--- src/rtl/cpu_pkg.sv ---
`default_nettype none
// +----------------------------------------------------------------------------+
// | Module      : cpu_pkg                                                      |
// | Description : Shared widths, reset PC and fetch state encoding for the CPU.|
// | Revision    : 1.0                                                          |
// +----------------------------------------------------------------------------+
package cpu_pkg;

  localparam int          DEF_ADDR_W   = 8;
  localparam int          DEF_INSTR_W  = 16;
  localparam int          DEF_CNT_W    = 16;
  localparam int unsigned DEF_RESET_PC = 0;

  typedef enum logic [0:0] {
    FETCH   = 1'b0,
    DELIVER = 1'b1
  } fetch_state_t;

endpackage
`default_nettype wire

--- src/rtl/pc_next.sv ---
`default_nettype none
// +----------------------------------------------------------------------------+
// | Module      : pc_next                                                      |
// | Description : Next-PC select: sequential increment or branch target.       |
// | Revision    : 1.0                                                          |
// +----------------------------------------------------------------------------+
module pc_next
  import cpu_pkg::*;
#(
  parameter int ADDR_W = DEF_ADDR_W
) (
  input  logic [ADDR_W-1:0] pc,
  input  logic              PCsrc,
  input  logic [ADDR_W-1:0] branch_target,
  output logic [ADDR_W-1:0] next_pc
);

  logic [ADDR_W-1:0] w_pc_inc;

  // Increment wraps naturally at the address width.
  assign w_pc_inc = pc + ADDR_W'(1);
  assign next_pc  = PCsrc ? branch_target : w_pc_inc;

endmodule
`default_nettype wire

--- src/rtl/instruction_fetch.sv ---
`default_nettype none
// +----------------------------------------------------------------------------+
// | Module      : instruction_fetch                                            |
// | Description : Fetch stage: PC, imem req/ack, valid/ready handoff to decode.|
// | Revision    : 1.0                                                          |
// +----------------------------------------------------------------------------+
module instruction_fetch
  import cpu_pkg::*;
#(
  parameter int          ADDR_W   = DEF_ADDR_W,
  parameter int          INSTR_W  = DEF_INSTR_W,
  parameter int unsigned RESET_PC = DEF_RESET_PC,
  parameter int          CNT_W    = DEF_CNT_W
) (
  input  logic               clock,
  input  logic               reset,
  output logic               imem_req,
  output logic [ADDR_W-1:0]  imem_addr,
  input  logic               imem_ack,
  input  logic [INSTR_W-1:0] imem_rdata,
  output logic [INSTR_W-1:0] instr,
  output logic               instr_valid,
  input  logic               instr_ready,
  input  logic               PCsrc,
  input  logic [ADDR_W-1:0]  branch_target,
  output logic [ADDR_W-1:0]  pc_out,
  output logic [CNT_W-1:0]   fetch_count
);

  localparam logic [ADDR_W-1:0] c_reset_pc = ADDR_W'(RESET_PC);
  localparam logic [CNT_W-1:0]  c_cnt_max  = '1;

  fetch_state_t       r_state;
  fetch_state_t       w_state_nxt;
  logic [ADDR_W-1:0]  r_pc;
  logic [ADDR_W-1:0]  w_pc_sel;
  logic [ADDR_W-1:0]  w_pc_nxt;
  logic               r_imem_req;
  logic               r_instr_valid;
  logic [INSTR_W-1:0] r_instr;
  logic [ADDR_W-1:0]  r_pc_out;
  logic [CNT_W-1:0]   r_fetch_count;
  logic               w_ack;
  logic               w_handoff;

  pc_next #(
    .ADDR_W (ADDR_W)
  ) u_pc_next (
    .pc            (r_pc),
    .PCsrc         (PCsrc),
    .branch_target (branch_target),
    .next_pc       (w_pc_sel)
  );

  // The request is only live once imem_req has actually been driven high,
  // so an ack in the first cycle after reset release is not taken.
  always_comb begin
    w_ack       = 1'b0;
    w_handoff   = 1'b0;
    w_state_nxt = r_state;
    w_pc_nxt    = r_pc;
    unique case (r_state)
      FETCH: begin
        w_ack = r_imem_req && imem_ack;
        if (w_ack) w_state_nxt = DELIVER;
      end
      DELIVER: begin
        w_handoff = instr_ready;
        if (w_handoff) begin
          w_state_nxt = FETCH;
          w_pc_nxt    = w_pc_sel;
        end
      end
      default: w_state_nxt = FETCH;
    endcase
  end

  always_ff @(posedge clock or negedge reset) begin
    if (!reset) begin
      r_state       <= FETCH;
      r_pc          <= c_reset_pc;
      r_imem_req    <= 1'b0;
      r_instr_valid <= 1'b0;
      r_instr       <= '0;
      r_pc_out      <= c_reset_pc;
      r_fetch_count <= '0;
    end else begin
      r_state       <= w_state_nxt;
      r_pc          <= w_pc_nxt;
      r_imem_req    <= (w_state_nxt == FETCH);
      r_instr_valid <= (w_state_nxt == DELIVER);
      if (w_ack) begin
        r_instr  <= imem_rdata;
        r_pc_out <= r_pc;
      end
      if (w_handoff && (r_fetch_count != c_cnt_max)) begin
        r_fetch_count <= r_fetch_count + CNT_W'(1);
      end
    end
  end

  assign imem_req    = r_imem_req;
  assign imem_addr   = r_pc;
  assign instr       = r_instr;
  assign instr_valid = r_instr_valid;
  assign pc_out      = r_pc_out;
  assign fetch_count = r_fetch_count;

endmodule
`default_nettype wire

--- config.mk ---
export PLATFORM = sky130hd
export DESIGN_NAME = instruction_fetch
export DESIGN_NICKNAME = d
export VERILOG_FILES = /design/src/rtl/cpu_pkg.sv /design/src/rtl/pc_next.sv /design/src/rtl/instruction_fetch.sv
export SDC_FILE = /design/constraint.sdc
export NUM_CORES = 1
export LEC_CHECK = 0
export CAP_MARGIN = 20
export CORE_MARGIN = 8
export CORE_UTILIZATION = 31
export CTS_BUF_LIST = sky130_fd_sc_hd__clkbuf_16
export CTS_CLUSTER_DIAMETER = 80
export DETAILED_ROUTE_END_ITERATION = 16
export SYNTH_ARGS = -nofsm -noshare
export SYNTH_HDL_FRONTEND = slang
export SYNTH_SLANG_ARGS = --single-unit
--- constraint.sdc ---
create_clock -name clock -period 1.8 [get_ports clock]
set_input_delay 0.54 -clock clock [delete_from_list [all_inputs] [get_ports clock]]
set_output_delay 0.54 -clock clock [all_outputs]
set_load 0.05 [all_outputs]
* Yosys cells after proc, flatten, opt, wreduce, memory -nomap -nowiden
Index checks and enable logic that the tools add are counted.
** Cells by class
- Bitwise gates (word level) :: 2
- $add $sub $neg :: 2
- Mux-type cells :: 6
- Equality and inequality tests :: 1
- Reductions and logical operators :: 3
** Operators by type and width (number)
- $add A16 B1 Y16 const B :: 1
- $ne A16 B16 Y1 const B :: 1
- $add A8 B1 Y8 const B :: 1
- $mux W8 :: 1
- $mux W1 :: 4
- $logic_and A1 B1 Y1 :: 2
- $not A1 Y1 :: 2
- $pmux W1 S2 :: 1
- $reduce_and A2 Y1 :: 1
** Word-level totals
- Logic and storage cells :: 20
- Flip-flop bits (word level) :: 50

* Depth between registers and ports, before layout
- Depth in word-level cells :: 4
- Gate-level depth with buffers :: 6
- Gate-level depth less buffers :: 5

* Hierarchy
Synthesis repeated with hierarchy kept, for this count alone.
** Unflattened totals
- Cell total of the unflattened synthesis :: 182
- Area, all modules :: 2262.2 um^2
** By module, submodules not included
- instruction_fetch :: instances 1, area each 2062.0 um^2, cells each 149
- pc_next :: instances 1, area each 200.2 um^2, cells each 33

* Worst setup path before layout
No wires, ideal clock.
- Path kind :: reg-to-reg
- Start point :: register r_fetch_count[0], in the netlist fetch_count[0]
- End point :: register r_fetch_count[1], in the netlist fetch_count[1]
- Cell stages (with the launch flop) :: 6
- Arrival time :: 1.905 ns
- Path slack :: -0.230 ns
- Period minus slack after synthesis :: 2.030 ns
- Data required time :: 1.675 ns
- Setup time :: 0.125 ns
- Path buffers :: 1
- Path through :: dfrtp_1 -> ha_1 -> nand4_1 -> o41a_1 -> buf_6 -> mux2_4
** Between the ends
- Longest elaborated chain between the ends :: 2
- Elaborated cells on any way between the ends :: 3
- Classes of those cells :: add/sub: 1; eq/ne: 1; reduce/logical: 1
** Ends and longest elaborated chain
- from (decl) :: RTL line instruction_fetch.sv:42 : logic [CNT_W-1:0] r_fetch_count;
- from (signal assigned) :: RTL line instruction_fetch.sv:97 : r_fetch_count <= r_fetch_count + CNT_W'(1);
- parallel branches: the longest is 2 deep, another holds $add A16 B1 Y16
Several ways; the timed one is not identified.
A chain may end at the register's enable or synchronous reset.

* Worst setup path in the final report
- Start point :: register r_fetch_count[4], in the netlist fetch_count[4]
- End point :: register r_fetch_count[15], in the netlist fetch_count[15]
Same word-level chain as after synthesis.

==> results.md <==
* DR vias at between 1.5k and 2k
* CTS buffer count at 5
* RSZ-0062 raised after global routing: false
* Highest-count cells in the layout ignoring fill and taps: buf_4, dfrtp_1, buf_12
* Clock slew at reported path FFs at around 60 ps
* DRT Wirelength at 5.60 mm
* Max_slew headroom at around three quarters
* Final setup fails at 0
* CTS Hold Buffers Added at 0
* Die Y at approximately 100 um
* Top cell type's share of synthesized area at around 57%
* Layout cells sized above 1 at roughly 43%
* CP Data Arrival Time at around 1800 ps
* Clock Latency Late Sink at 280 ps
* # port buffers at 78
* Peak VDD IR at 0.00100 V
* Die ar. at ~0.01 sq mm
* Placed inst area at between 0.003 and 0.004 sq mm
* Async S/R FF share, synth at between 90% and 100%
* Ports at just under 80
* Area delta synth->final at 65.5%
* Rows at 30
* Width of the die at roughly 100 um
* Total negative slack at 0 ps
* Largest cells by area after synthesis: dfrtp_1, mux2_2, xnor2_1
* Worst R2R Start: fetch_count[4]$_DFFE_PN0P_
* Fin cells at ~380
* DRC Markers at 0
* Slowest-stage cell, CP: or4_4
* Sequential share of the synthesized area at ~57%
* Total power at ~6.6 mW
* Worst min path class: input pin to async pin
* Area of the mapped netlist at between 0.002 and 0.0025 sq mm
* Post-synth EDFFs at 0
* WL/cell at roughly 15 um
* Root Buffer: clkbuf_16
* DR iter-0 viols at 46
* Synth area leader: dfrtp_1
* Register share of total power at 29.1%
* Vias in the first global route at approximately 1.9k
* Fin crit share at just over 90%
* Cell area after layout at between 0.003 and 0.004 sq mm
* Largest stage delay, worst path at approximately 560 ps
* Core footprint at slightly below 0.007 sq mm
* Final hold slack at about 260 ps
* P_leak at 1.60 nW
* Status: completed
* Switching share of power at 44.6%
* Mapped Nets at between 200 and 250
* Fmax achieved at around 600 MHz
* Most frequent standard cell in the layout excluding fill and tap cells: buf_4
* #FFs+latches synth at 50
* Clock power share at 13.7%
* Crit path kind: flip-flop to flip-flop
* Vias per inst at between 4 and 5
* Initial Util at ~32%
* Worst setup SP type: flip-flop
* Slew Viols, Final at 0
* Worst slack at placement at -314 ps
* Setup slack after layout at ~170 ps
* Worst R2R Setup Slack at ~170 ps
* Clk buf depth at 2
* Dominant synthesized flop cell: dfrtp_1
* Pwr/cell area at 1830 mW/mm^2
* Worst Skew at around 2.5 ps
* Final min period at 1630 ps
* 1st-pass router iterations at 3
* GRT overflow at 0
* First-pass GRT wire length at ~9.6 mm
* Placed wire-length estimate at between 4 and 5 mm
* Post-CTS Setup Inserts at 0
* CTS sink cnt at 50
* Worst R2R End: fetch_count[15]$_DFFE_PN0P_
* Pin count of the biggest net entering global routing at 27
* Final hold vios at 0
* Antenna Nets Post-Route at 0
* Sw power at about 3.0 mW
* Final nets at ~310
* Comb pwr share at between 50% and 60%
* Gpl congestion at a little under 0.8
* Post-cts sizing count at 1
* Antenna fix cells at 0
* Post-layout util at between 50% and 60%
* Number of antenna violations at the first check in global routing at 0
* Cells after synthesis at ~180
* Avg Inst Size Synth at between 10 and 15 sq um
* Worst-path fanout max at 5
* CP startpoint: fetch_count[4]$_DFFE_PN0P_
* H-tree depth at 2
* CTS tree: yes
* Max cap viols at 0
* Total Routing Usage GR at about 12%
* R2R depth at 4
* Yosys cell types at 33
* Cell Chain, Critical Path: nand3_1 -> or4_4 -> nor4_2 -> xor2_1
* Worst slew pin tran at roughly 390 ps
* Internal at about 3.7 mW
* Synth Warn # at 0
* Placed cell count at 369
* CP required at roughly 2000 ps
* Worst setup EP type: flip-flop
layer usage:
layer / track usage (%) / vias to the layer above / part of all wire, %
li1: - / 849 / -
met1: 13.2 / 849 / 40
met2: 19.3 / 53 / 47
met3: 6.92 / 5 / 11
met4: 3.84 / 0 / 1.3
met5: 0 / - / 0
cell families (layout without fill, tap and decap cells):
group	Yosys count	count (layout)	share of synthesized area, %
AO/OA/AOI/OAI	22	22	6.34
XOR/XNOR	15	15	5.99
adder cells (fa/ha/maj)	2	2	1.14
buffers and inverters	11	111	2.34
flip-flops	50	50	57.1
multiplexers	27	27	14.0
AND/OR/NAND/NOR	54	54	13.1
sequential cells by signal, summed over array words and instances, names as in the netlist:
register / count
fetch_count: 16
imem_addr: 8
imem_req: 1
instr: 16
instr_valid: 1
pc_out: 8
power groups by stage:
stage / Combinational (mW) / Sequential [mW] / Clock, mW
finish: 3.80 / 1.93 / 0.907
global route: 4.00 / 2.00 / 0.978
CTS: 3.85 / 1.94 / 0.945
detailed placement: 3.85 / 1.96 / 0
global placement: 3.82 / 1.93 / 0
floorplan: 0.668 / 3.39 / 0
cells in the mapped netlist (all sizes together), types with 2 or more instances:
library cell and n:
inv 4, mux2 26, nand2 11, buf 3, clkbuf 4, o21ai 10, xor2 7, nor4 3
nor3 5, ha 2, nor2 9, nand3 8, and3 4, xnor2 8, nand4 9, a22oi 2
dfrtp 50, a21oi 4
cell type report:
cell class                 instances  area (sq um)
fill                             630          3200
sequential                        50          1270
timing repair buffer              99          1180
multi-input combinational        120           902
clock buffer                       5           125
tap                               96           120
clock inverter                     3          17.5
inverter                           4          15.0
worst max-delay path by stage:
stage | endpoint | slack, ps | cells past startpoint
detailed placement | fetch_count[15]$_DFFE_PN0P_ | -310 | 5
global placement | fetch_count[13]$_DFFE_PN0P_ | -270 | 5
floorplan | fetch_count[13]$_DFFE_PN0P_ | 9 | 4
finish | fetch_count[15]$_DFFE_PN0P_ | 170 | 4
global route | fetch_count[15]$_DFFE_PN0P_ | 40 | 4
CTS | fetch_count[15]$_DFFE_PN0P_ | 150 | 4
critical path, delay by kind of cell, from the launching register on:
family / cells / cell delay (ps)
xor+xnor: 1 / 180
flops: 1 / 470
simple gates: 3 / 900
Note: power is estimated with default switching activity, not from simulation.
